File: config.mk
export PLATFORM = sky130hd
export DESIGN_NAME = seq_divider
export DESIGN_NICKNAME = d
export VERILOG_FILES = /design/src/rtl/seq_div_pkg.sv /design/src/rtl/div_step.sv /design/src/rtl/seq_divider.sv
export SDC_FILE = /design/constraint.sdc
export NUM_CORES = 1
export LEC_CHECK = 0
export CORE_MARGIN = 2
export CORE_UTILIZATION = 40
export CTS_CLUSTER_DIAMETER = 150
export DETAILED_ROUTE_END_ITERATION = 10
export GPL_TIMING_DRIVEN = 0
export PLACE_DENSITY = 0.61
export SYNTH_ARGS = -nofsm -noshare
export SYNTH_HDL_FRONTEND = slang
export SYNTH_SLANG_ARGS = --single-unit
export TNS_END_PERCENT = 5
File: constraint.sdc
create_clock -name clk -period 7.7 [get_ports clk]
set_input_delay 0.77 -clock clk [delete_from_list [all_inputs] [get_ports clk]]
set_output_delay 0.77 -clock clk [all_outputs]
set_load 0.01 [all_outputs]
File: src/rtl/seq_div_pkg.sv
// rtl/seq_div_pkg.sv - shared state encoding and sizing constants for seq_divider
package seq_div_pkg;

    localparam int DEFAULT_WIDTH = 32;
    localparam int DEFAULT_CNT_W = $clog2(DEFAULT_WIDTH + 1);

    typedef enum logic [1:0] {
        IDLE,
        CALC,
        FIX,
        DONE
    } state_t;

endpackage

File: src/rtl/div_step.sv
// rtl/div_step.sv - one unsigned restoring-division step (shift, trial subtract, restore)
module div_step #(
    parameter int WIDTH = 32
) (
    input  logic [WIDTH-1:0] rem_in,
    input  logic             bit_in,
    input  logic [WIDTH-1:0] divisor,
    output logic [WIDTH-1:0] rem_out,
    output logic             q_bit
);

    logic [WIDTH:0] trial;
    logic [WIDTH:0] diff;

    // rem_in < divisor always holds, so the borrow out of diff is the compare result
    always_comb begin
        trial   = {rem_in, bit_in};
        diff    = trial - {1'b0, divisor};
        q_bit   = ~diff[WIDTH];
        rem_out = q_bit ? diff[WIDTH-1:0] : trial[WIDTH-1:0];
    end

endmodule

File: src/rtl/seq_divider.sv
// rtl/seq_divider.sv - signed 2W/W sequential restoring divider with overflow and div-by-zero
module seq_divider
    import seq_div_pkg::*;
#(
    parameter int WIDTH = DEFAULT_WIDTH
) (
    input  logic                 clk,
    input  logic                 reset,
    input  logic                 start,
    input  logic [2*WIDTH-1:0]   dividend,
    input  logic [WIDTH-1:0]     divisor,
    output logic                 busy,
    output logic                 done,
    output logic [WIDTH-1:0]     quotient,
    output logic [WIDTH-1:0]     remainder,
    output logic                 div_by_zero,
    output logic                 overflow
);

    localparam int CW = $clog2(WIDTH + 1);
    localparam logic [WIDTH-1:0] HALF = {1'b1, {(WIDTH-1){1'b0}}};

    state_t            state_q, state_d;
    logic              pend_q, pend_d;
    logic [CW-1:0]     cnt_q, cnt_d;
    logic [WIDTH-1:0]  rem_q, rem_d;
    logic [WIDTH-1:0]  lo_q, lo_d;
    logic [WIDTH-1:0]  quo_q, quo_d;
    logic [WIDTH-1:0]  dvs_q, dvs_d;
    logic [WIDTH-1:0]  raw_lo_q, raw_lo_d;
    logic              neg_dvd_q, neg_dvd_d;
    logic              neg_dvs_q, neg_dvs_d;
    logic              dz_q, dz_d;
    logic              pov_q, pov_d;
    logic              busy_q, busy_d;
    logic              done_q, done_d;
    logic [WIDTH-1:0]  quotient_q, quotient_d;
    logic [WIDTH-1:0]  remainder_q, remainder_d;
    logic              dbz_q, dbz_d;
    logic              ovf_q, ovf_d;

    logic [2*WIDTH:0]  dvd_ext, abs_dvd;
    logic [WIDTH:0]    dvs_ext, abs_dvs;
    logic [WIDTH-1:0]  step_rem;
    logic              step_q;
    logic              q_neg;
    logic              post_ovf;

    // One extra bit so the magnitude of the most negative value does not wrap
    assign dvd_ext = {dividend[2*WIDTH-1], dividend};
    assign dvs_ext = {divisor[WIDTH-1], divisor};
    assign abs_dvd = dividend[2*WIDTH-1] ? -dvd_ext : dvd_ext;
    assign abs_dvs = divisor[WIDTH-1] ? -dvs_ext : dvs_ext;

    assign q_neg    = neg_dvd_q ^ neg_dvs_q;
    assign post_ovf = (quo_q > HALF) || ((quo_q == HALF) && !q_neg);

    div_step #(.WIDTH(WIDTH)) u_step (
        .rem_in  (rem_q),
        .bit_in  (lo_q[WIDTH-1]),
        .divisor (dvs_q),
        .rem_out (step_rem),
        .q_bit   (step_q)
    );

    always_comb begin
        state_d     = state_q;
        pend_d      = pend_q;
        cnt_d       = cnt_q;
        rem_d       = rem_q;
        lo_d        = lo_q;
        quo_d       = quo_q;
        dvs_d       = dvs_q;
        raw_lo_d    = raw_lo_q;
        neg_dvd_d   = neg_dvd_q;
        neg_dvs_d   = neg_dvs_q;
        dz_d        = dz_q;
        pov_d       = pov_q;
        quotient_d  = quotient_q;
        remainder_d = remainder_q;
        dbz_d       = dbz_q;
        ovf_d       = ovf_q;

        unique case (state_q)
            IDLE: begin
                // Operands land on the accepting edge; the path decision follows one cycle later
                if (pend_q) begin
                    pend_d  = 1'b0;
                    cnt_d   = '0;
                    quo_d   = '0;
                    state_d = (dz_q || pov_q) ? FIX : CALC;
                end else if (start) begin
                    pend_d    = 1'b1;
                    rem_d     = abs_dvd[2*WIDTH-1:WIDTH];
                    lo_d      = abs_dvd[WIDTH-1:0];
                    dvs_d     = abs_dvs[WIDTH-1:0];
                    raw_lo_d  = dividend[WIDTH-1:0];
                    neg_dvd_d = dividend[2*WIDTH-1];
                    neg_dvs_d = divisor[WIDTH-1];
                    dz_d      = (divisor == '0);
                    pov_d     = (divisor != '0) && (abs_dvd[2*WIDTH:WIDTH] >= abs_dvs);
                end
            end
            CALC: begin
                rem_d = step_rem;
                lo_d  = {lo_q[WIDTH-2:0], 1'b0};
                quo_d = {quo_q[WIDTH-2:0], step_q};
                cnt_d = cnt_q + CW'(1);
                if (cnt_q == CW'(WIDTH - 1)) begin
                    state_d = FIX;
                end
            end
            FIX: begin
                if (dz_q) begin
                    quotient_d  = '1;
                    remainder_d = raw_lo_q;
                    dbz_d       = 1'b1;
                    ovf_d       = 1'b0;
                end else if (pov_q || post_ovf) begin
                    quotient_d  = '0;
                    remainder_d = '0;
                    dbz_d       = 1'b0;
                    ovf_d       = 1'b1;
                end else begin
                    quotient_d  = q_neg ? -quo_q : quo_q;
                    remainder_d = neg_dvd_q ? -rem_q : rem_q;
                    dbz_d       = 1'b0;
                    ovf_d       = 1'b0;
                end
                state_d = DONE;
            end
            DONE: begin
                state_d = IDLE;
            end
            default: begin
                state_d = IDLE;
            end
        endcase

        busy_d = (state_d == CALC) || (state_d == FIX);
        done_d = (state_d == DONE);
    end

    always_ff @(posedge clk or posedge reset) begin
        if (reset) begin
            state_q     <= IDLE;
            pend_q      <= 1'b0;
            cnt_q       <= '0;
            rem_q       <= '0;
            lo_q        <= '0;
            quo_q       <= '0;
            dvs_q       <= '0;
            raw_lo_q    <= '0;
            neg_dvd_q   <= 1'b0;
            neg_dvs_q   <= 1'b0;
            dz_q        <= 1'b0;
            pov_q       <= 1'b0;
            busy_q      <= 1'b0;
            done_q      <= 1'b0;
            quotient_q  <= '0;
            remainder_q <= '0;
            dbz_q       <= 1'b0;
            ovf_q       <= 1'b0;
        end else begin
            state_q     <= state_d;
            pend_q      <= pend_d;
            cnt_q       <= cnt_d;
            rem_q       <= rem_d;
            lo_q        <= lo_d;
            quo_q       <= quo_d;
            dvs_q       <= dvs_d;
            raw_lo_q    <= raw_lo_d;
            neg_dvd_q   <= neg_dvd_d;
            neg_dvs_q   <= neg_dvs_d;
            dz_q        <= dz_d;
            pov_q       <= pov_d;
            busy_q      <= busy_d;
            done_q      <= done_d;
            quotient_q  <= quotient_d;
            remainder_q <= remainder_d;
            dbz_q       <= dbz_d;
            ovf_q       <= ovf_d;
        end
    end

    assign busy        = busy_q;
    assign done        = done_q;
    assign quotient    = quotient_q;
    assign remainder   = remainder_q;
    assign div_by_zero = dbz_q;
    assign overflow    = ovf_q;

endmodule

# Word level (Yosys, flattened, before mapping)
# Index checks and enable logic that the tools add are counted.
# Widths: inputs -> output; s select.
# totals
elab_cells	82
regBits	241
# op_classes
n_mux	28
n_eq_ne	11
n_addsub	6
order_cmp	2
n_bitwise	3
reduce_logical	14
# ops
op	n
$mux 32	12
$pmux 32 s2	3
$mux 65	1
$neg 65->65	1
$neg 32->32	2
$ge 33x33->1	1
$mux 33	1
$neg 33->33	1
$sub 33x32->33	1
$eq 32x32->1 const B	1
$gt 32x32->1 const B	1
$logic_not 32->1	1
$reduce_bool 32->1	1
$pmux 6 s2	1
$eq 2x2->1 const B	4
$pmux 2 s4	1
$add 6x1->6 const B	1
$eq 6x5->1 const B	1
$mux 2	3
$mux 6	1
$ne 2x2->1 const B	3
$reduce_and 3->1	2
$mux 1	5
$eq 2x1->1 const B	2
8 further kinds	13

# Depth between registers and ports, before layout
# logic_depth
depth_word	7
depth_mapped	18

# Hierarchy
# A second synthesis with hierarchy kept.
# unflattened
hier_cells	1885
hier_area_um2	16365.7
# by_module_without_submodules
mod	cells_each	area_each_um2	instances
seq_divider	1580	14007.2	1
div_step	305	2358.5	1

# Worst setup path after synthesis
# Ideal clock, no wire load.
# synth_timing
kind	input to register
from	input divisor[2]
to	register pov_q
path_buffers	0
required_ns	7.569
setup_time_ns	0.131
slack_ns	3.256
arrival_ns	4.313
path_stages	18
path_cell_list	or4_4 > nor4_4 > nand3_1 > or4_1 > or3_1 > o21ai_1 > nand2_1 > xnor2_1 > ha_1 > a21o_1 > a21o_1 > a21oi_1 > o21ai_0 > a21o_1 > a21oi_1 > o31ai_1 > o21ai_0 > o21ai_1
# synth_via
elab_chain_len	4
# synth_rtl
item	line	source
start: declaration	seq_divider.sv:11	input logic [WIDTH-1:0] divisor,
$neg 33->33	seq_divider.sv:53	assign abs_dvs = divisor[WIDTH-1] ? -dvs_ext : dvs_ext;
$mux 33	seq_divider.sv:53	
$ge 33x33->1	seq_divider.sv:101	pov_d = (divisor != '0) && (abs_dvd[2*WIDTH:WIDTH] >= abs_dvs);
$logic_and 1x1->1 (*)	seq_divider.sv:101	
end signal: assignment	seq_divider.sv:176	pov_q <= pov_d;
end: declaration	seq_divider.sv:34	logic pov_q, pov_d;
# Mark *: on every way between the ends. The rest lies on a longest branch, timed or not.
# A chain may end at the register's enable or synchronous reset.

# Worst setup path in the final report
# layout_timing
from	input dividend[16]
to	register pov_q
# layout_via
elab_chain_len	4
# layout_rtl
item	line	source
start: declaration	seq_divider.sv:10	input logic [2*WIDTH-1:0] dividend,
$neg 65->65	seq_divider.sv:52	assign abs_dvd = dividend[2*WIDTH-1] ? -dvd_ext : dvd_ext;
$mux 65	seq_divider.sv:52	
$ge 33x33->1	seq_divider.sv:101	
$logic_and 1x1->1	seq_divider.sv:101	
# No other way between the ends.

==> metrics.md <==
| Metric | Value |
|---|---|
| Clock share of power | `0.148` |
| Mapped Area | `15,400 um^2` |
| Critical path origin | `dividend[16]` |
| Leak | `7.90 nW` |
| Multiplexer share of the synthesized area | `0.00455` |
| CTS clk-pin slew, worst paths | `0.06 ns` |
| Die area | `40,100 um^2` |
| Max Slew Vio Count | `0` |
| GRT overflow | `0` |
| Post-synth EDFFs | `0` |
| Row cnt | `71` |
| # IOs | `167` |
| Max Cap Viol | `0` |
| Global-route wire length before repair | `81.5 mm` |
| Area leader, netlist | `dfrtp_1` |
| Area fraction in compound gates after synthesis | `0.230` |
| Core area | `37,800 um^2` |
| FF-to-FF setup slack | `3.18 ns` |
| Worst-Skew Late Latency | `0.56 ns` |
| Synth Register Bits | `241` |
| CP Capture Type | `flip-flop` |
| Final WL | `52.6 mm` |
| Power Density | `486 nW/um^2` |
| Worst-path cell chain | `clkdlybuf4s50_1 > or4_1 > nor3_1 > nand4_1 > nand2b_1 > o41ai_1 > xnor2_1 > ha_1 > nor2b_1 > o21ai_0 > o21ai_0 > o211ai_1 > a211oi_1 > o31a_1 > o21ai_0 > o21ai_1` |
| Clock buffer count from CTS | `27` |
| Seq/Total Area, Yosys | `0.391` |
| Switch share | `0.470` |
| Critical R2R Capture | `rem_q[25]` |
| Post-CTS Hold Fix Bufs | `0` |
| Post-DRT Antenna Nets | `0` |
| Reg2reg start | `rem_q[14]` |
| Share of cells above drive strength 1 | `0.0335` |
| Register area | `6030 um^2` |
| Worst Setup Start Kind | `input pin` |
| Final Hold Viols | `0` |
| Xor-xnor portion of the synthesized cell area | `0.101` |
| Pre-antenna DRT Iters | `5` |
| Resize count post-CTS | `0` |
| H-Tree Depth | `1` |
| Final core occ | `0.494` |
| Fill count | `3,778` |
| Drt drc | `0` |
| Pint | `4.82 mW` |
| Via density per instance | `5.71` |
| Max IR drop VDD | `181 uV` |
| DIE HEIGHT | `200 um` |
| Buf/Inv on CP | `1` |
| Synth area leaders | `dfrtp_1 39%, nand2_1 7.2%, o21ai_0 6.3%` |
| Worst EP arrival | `6.11 ns` |
| Root Buffer | `clkbuf_16` |
| Largest net degree at the start of global routing | `110` |
| Clock Sinks | `241` |
| Antenna diode count | `0` |
| P_sw | `4.27 mW` |
| Most frequent cell after synthesis | `nand2_1` |
| Instance count on the critical path | `16` |
| Syn_area_per_cell | `8.48 um^2` |
| Syn Inst Count | `1,817` |
| Final Non-Filler Cells | `2,543` |
| CP Class | `in -> reg` |
| Port Buffers | `165` |
| CP max stage delay | `0.60 ns` |
| Initial Utilization | `0.407` |
| Synth cell types | `68` |
| Setup violators final | `0` |
| Worst Path Max Fanout | `7` |
| Area share of and/or/nand/nor cells after synthesis | `0.177` |
| Critical path's top delay family | `simple AND/OR/NAND/NOR gates` |
| NumNets Final | `2,183` |
| Crit share post-route | `0.738` |
| Minimum clock period | `5.68 ns` |
| Clock Tree Buf Depth | `3` |
| Vias after detailed routing | `14,500` |
| Largest family of logic cells by synthesized area | `compound AO/OA/AOI/OAI gates` |
| Status | `finished, final reports clean` |
| Async S/R FF share, synth | `1.00` |
| Placed Area | `17,800 um^2` |
| WL/cell | `20.7 um` |
| Comb pwr share | `0.583` |
| Fin area | `18,700 um^2` |
| Yosys top cell area share | `0.391` |
| Synth Net Count | `1,987` |
| HP Class | `reg -> reg` |
| Cell mode on critical path | `o21ai_0` |
| Initial drt markers | `1,193` |
| Vias in the first global route | `14,000` |
| Max_slew headroom | `0.401` |
| Synth top cells by count | `297 x nand2_1, 241 x dfrtp_1, 193 x o21ai_0, 134 x a21oi_1, 114 x nor2_1` |
| Main synth FF type | `dfrtp_1` |
| Initial antenna violation count | `0` |
| Synth Area in Adders | `0.0581` |
| Hpwl dp | `41.1 mm` |
| Reg2reg path depth | `13` |
| Placed Cells | `2,495` |
| Footprint of the multi-input gates | `8800 um^2` |
| CTS tree | `yes` |
| Critical Path RT | `8.12 ns` |
| Post-CTS Setup Bufs | `0` |
| Clk_skew | `0.0170 ns` |
| GRT Util Overall | `0.255` |
| Yosys Warn Count | `0` |
| Slowest stage cell, crit path | `or4_1` |
| Layout area overhead | `21.3%` |
| Sequential Power Share | `0.269` |
| RePlAce Congestion | `0.890` |
| Setup crit end | `pov_q` |
| Fmax | `176 MHz` |
| RSZ-0062 raised after global routing | `no` |
| Worst Tran Pin Value | `0.899 ns` |
| DIE WIDTH | `200 um` |
flip-flops by register name (all words and copies together), names as in the netlist:
register,count
busy,1
neg_dvd_q,1
cnt_q,6
div_by_zero,1
pend_q,1
pov_q,1
raw_lo_q,32
dvs_q,32
overflow,1
done,1
quotient,32
neg_dvs_q,1
quo_q,32
lo_q,32
rem_q,32
remainder,32
dz_q,1
state_q,2
tightest hold or removal path: cells and delay by family, from the launching register on:
| kind | cells | cell delay, ns |
|---|---|---|
| flip-flops | 1 | 0.34 |
| AND/OR/NAND/NOR | 2 | 0.10 |
layout by cell type, fill, tap and decap left out, types with 21 or more instances in the layout:
cell type	Yosys	routed
a21o_1	27	27
a21oi_1	134	134
a22o_1	25	25
clkbuf_1	83	86
clkbuf_16	0	27
clkdlybuf4s50_1	0	165
dfrtp_1	241	241
ha_1	70	70
inv_1	55	54
nand2_1	297	297
nand2b_1	21	21
nor2_1	114	114
nor3_1	38	38
o21ai_0	193	193
o31ai_1	43	43
or4_1	21	21
xnor2_1	85	85
xor2_1	93	93
power by group through the flow:
stage               Combinational, mW  Sequential, mW  Clock (mW)
floorplan                        3.53            2.36           0
global placement                 5.15            2.42           0
detailed placement               5.22            2.44           0
CTS                              5.24            2.42        1.36
global route                     5.86            2.52        1.42
finish                           5.30            2.44        1.35
metal layers:
| metal | vias to the layer above | share of wire | global-route usage |
|---|---|---|---|
| met5 | - | 0 | 0 |
| met1 | 6975 | 0.46 | 0.365 |
| met2 | 587 | 0.44 | 0.410 |
| li1 | 6880 | - | - |
| met4 | 0 | 0.025 | 0.0640 |
| met3 | 91 | 0.072 | 0.0322 |
cells by family (layout without fill, tap and decap cells):
kind of cell,Yosys count,after routing
flops,241,241
compound gates,566,566
fa+ha+maj,71,71
buf+inv,155,370
other cells,2,2
mux,7,7
simple gates,597,597
xor+xnor,178,178
stage by stage:
step           worst slack, ns  power [mW]  hold slack (ns)  setup TNS (ns)
3_3_place_gp             -2.81        7.58            0.459         -670.36
3_5_place_dp              1.52        7.66            0.463               0
2_1_floorplan            0.314        5.89            0.446               0
6_report                  2.02        9.09            0.476               0
5_1_grt                   1.78        9.79            0.499               0
4_1_cts                   2.09        9.02            0.478               0
area by class of cell:
class / instances / area share
buffer: 99 / 0.0199
clock buffer: 39 / 0.0434
multi-input combinational: 1421 / 0.471
sequential: 241 / 0.323
clock inverter: 9 / 0.00589
inverter: 56 / 0.0116
timing repair buffer: 167 / 0.0913
tap: 511 / 0.0342
worst min path at each step:
stage	depth (start not counted)	startpoint	slack (ns)	to
finish	2	raw_lo_q[2]	0.48	raw_lo_q[2]
global route	2	remainder[1]	0.50	remainder[1]
CTS	2	raw_lo_q[12]	0.48	raw_lo_q[12]
detailed placement	2	raw_lo_q[12]	0.46	raw_lo_q[12]
global placement	2	raw_lo_q[12]	0.46	raw_lo_q[12]
floorplan	2	raw_lo_q[10]	0.45	raw_lo_q[10]
(Power assumes the default switching activity.)
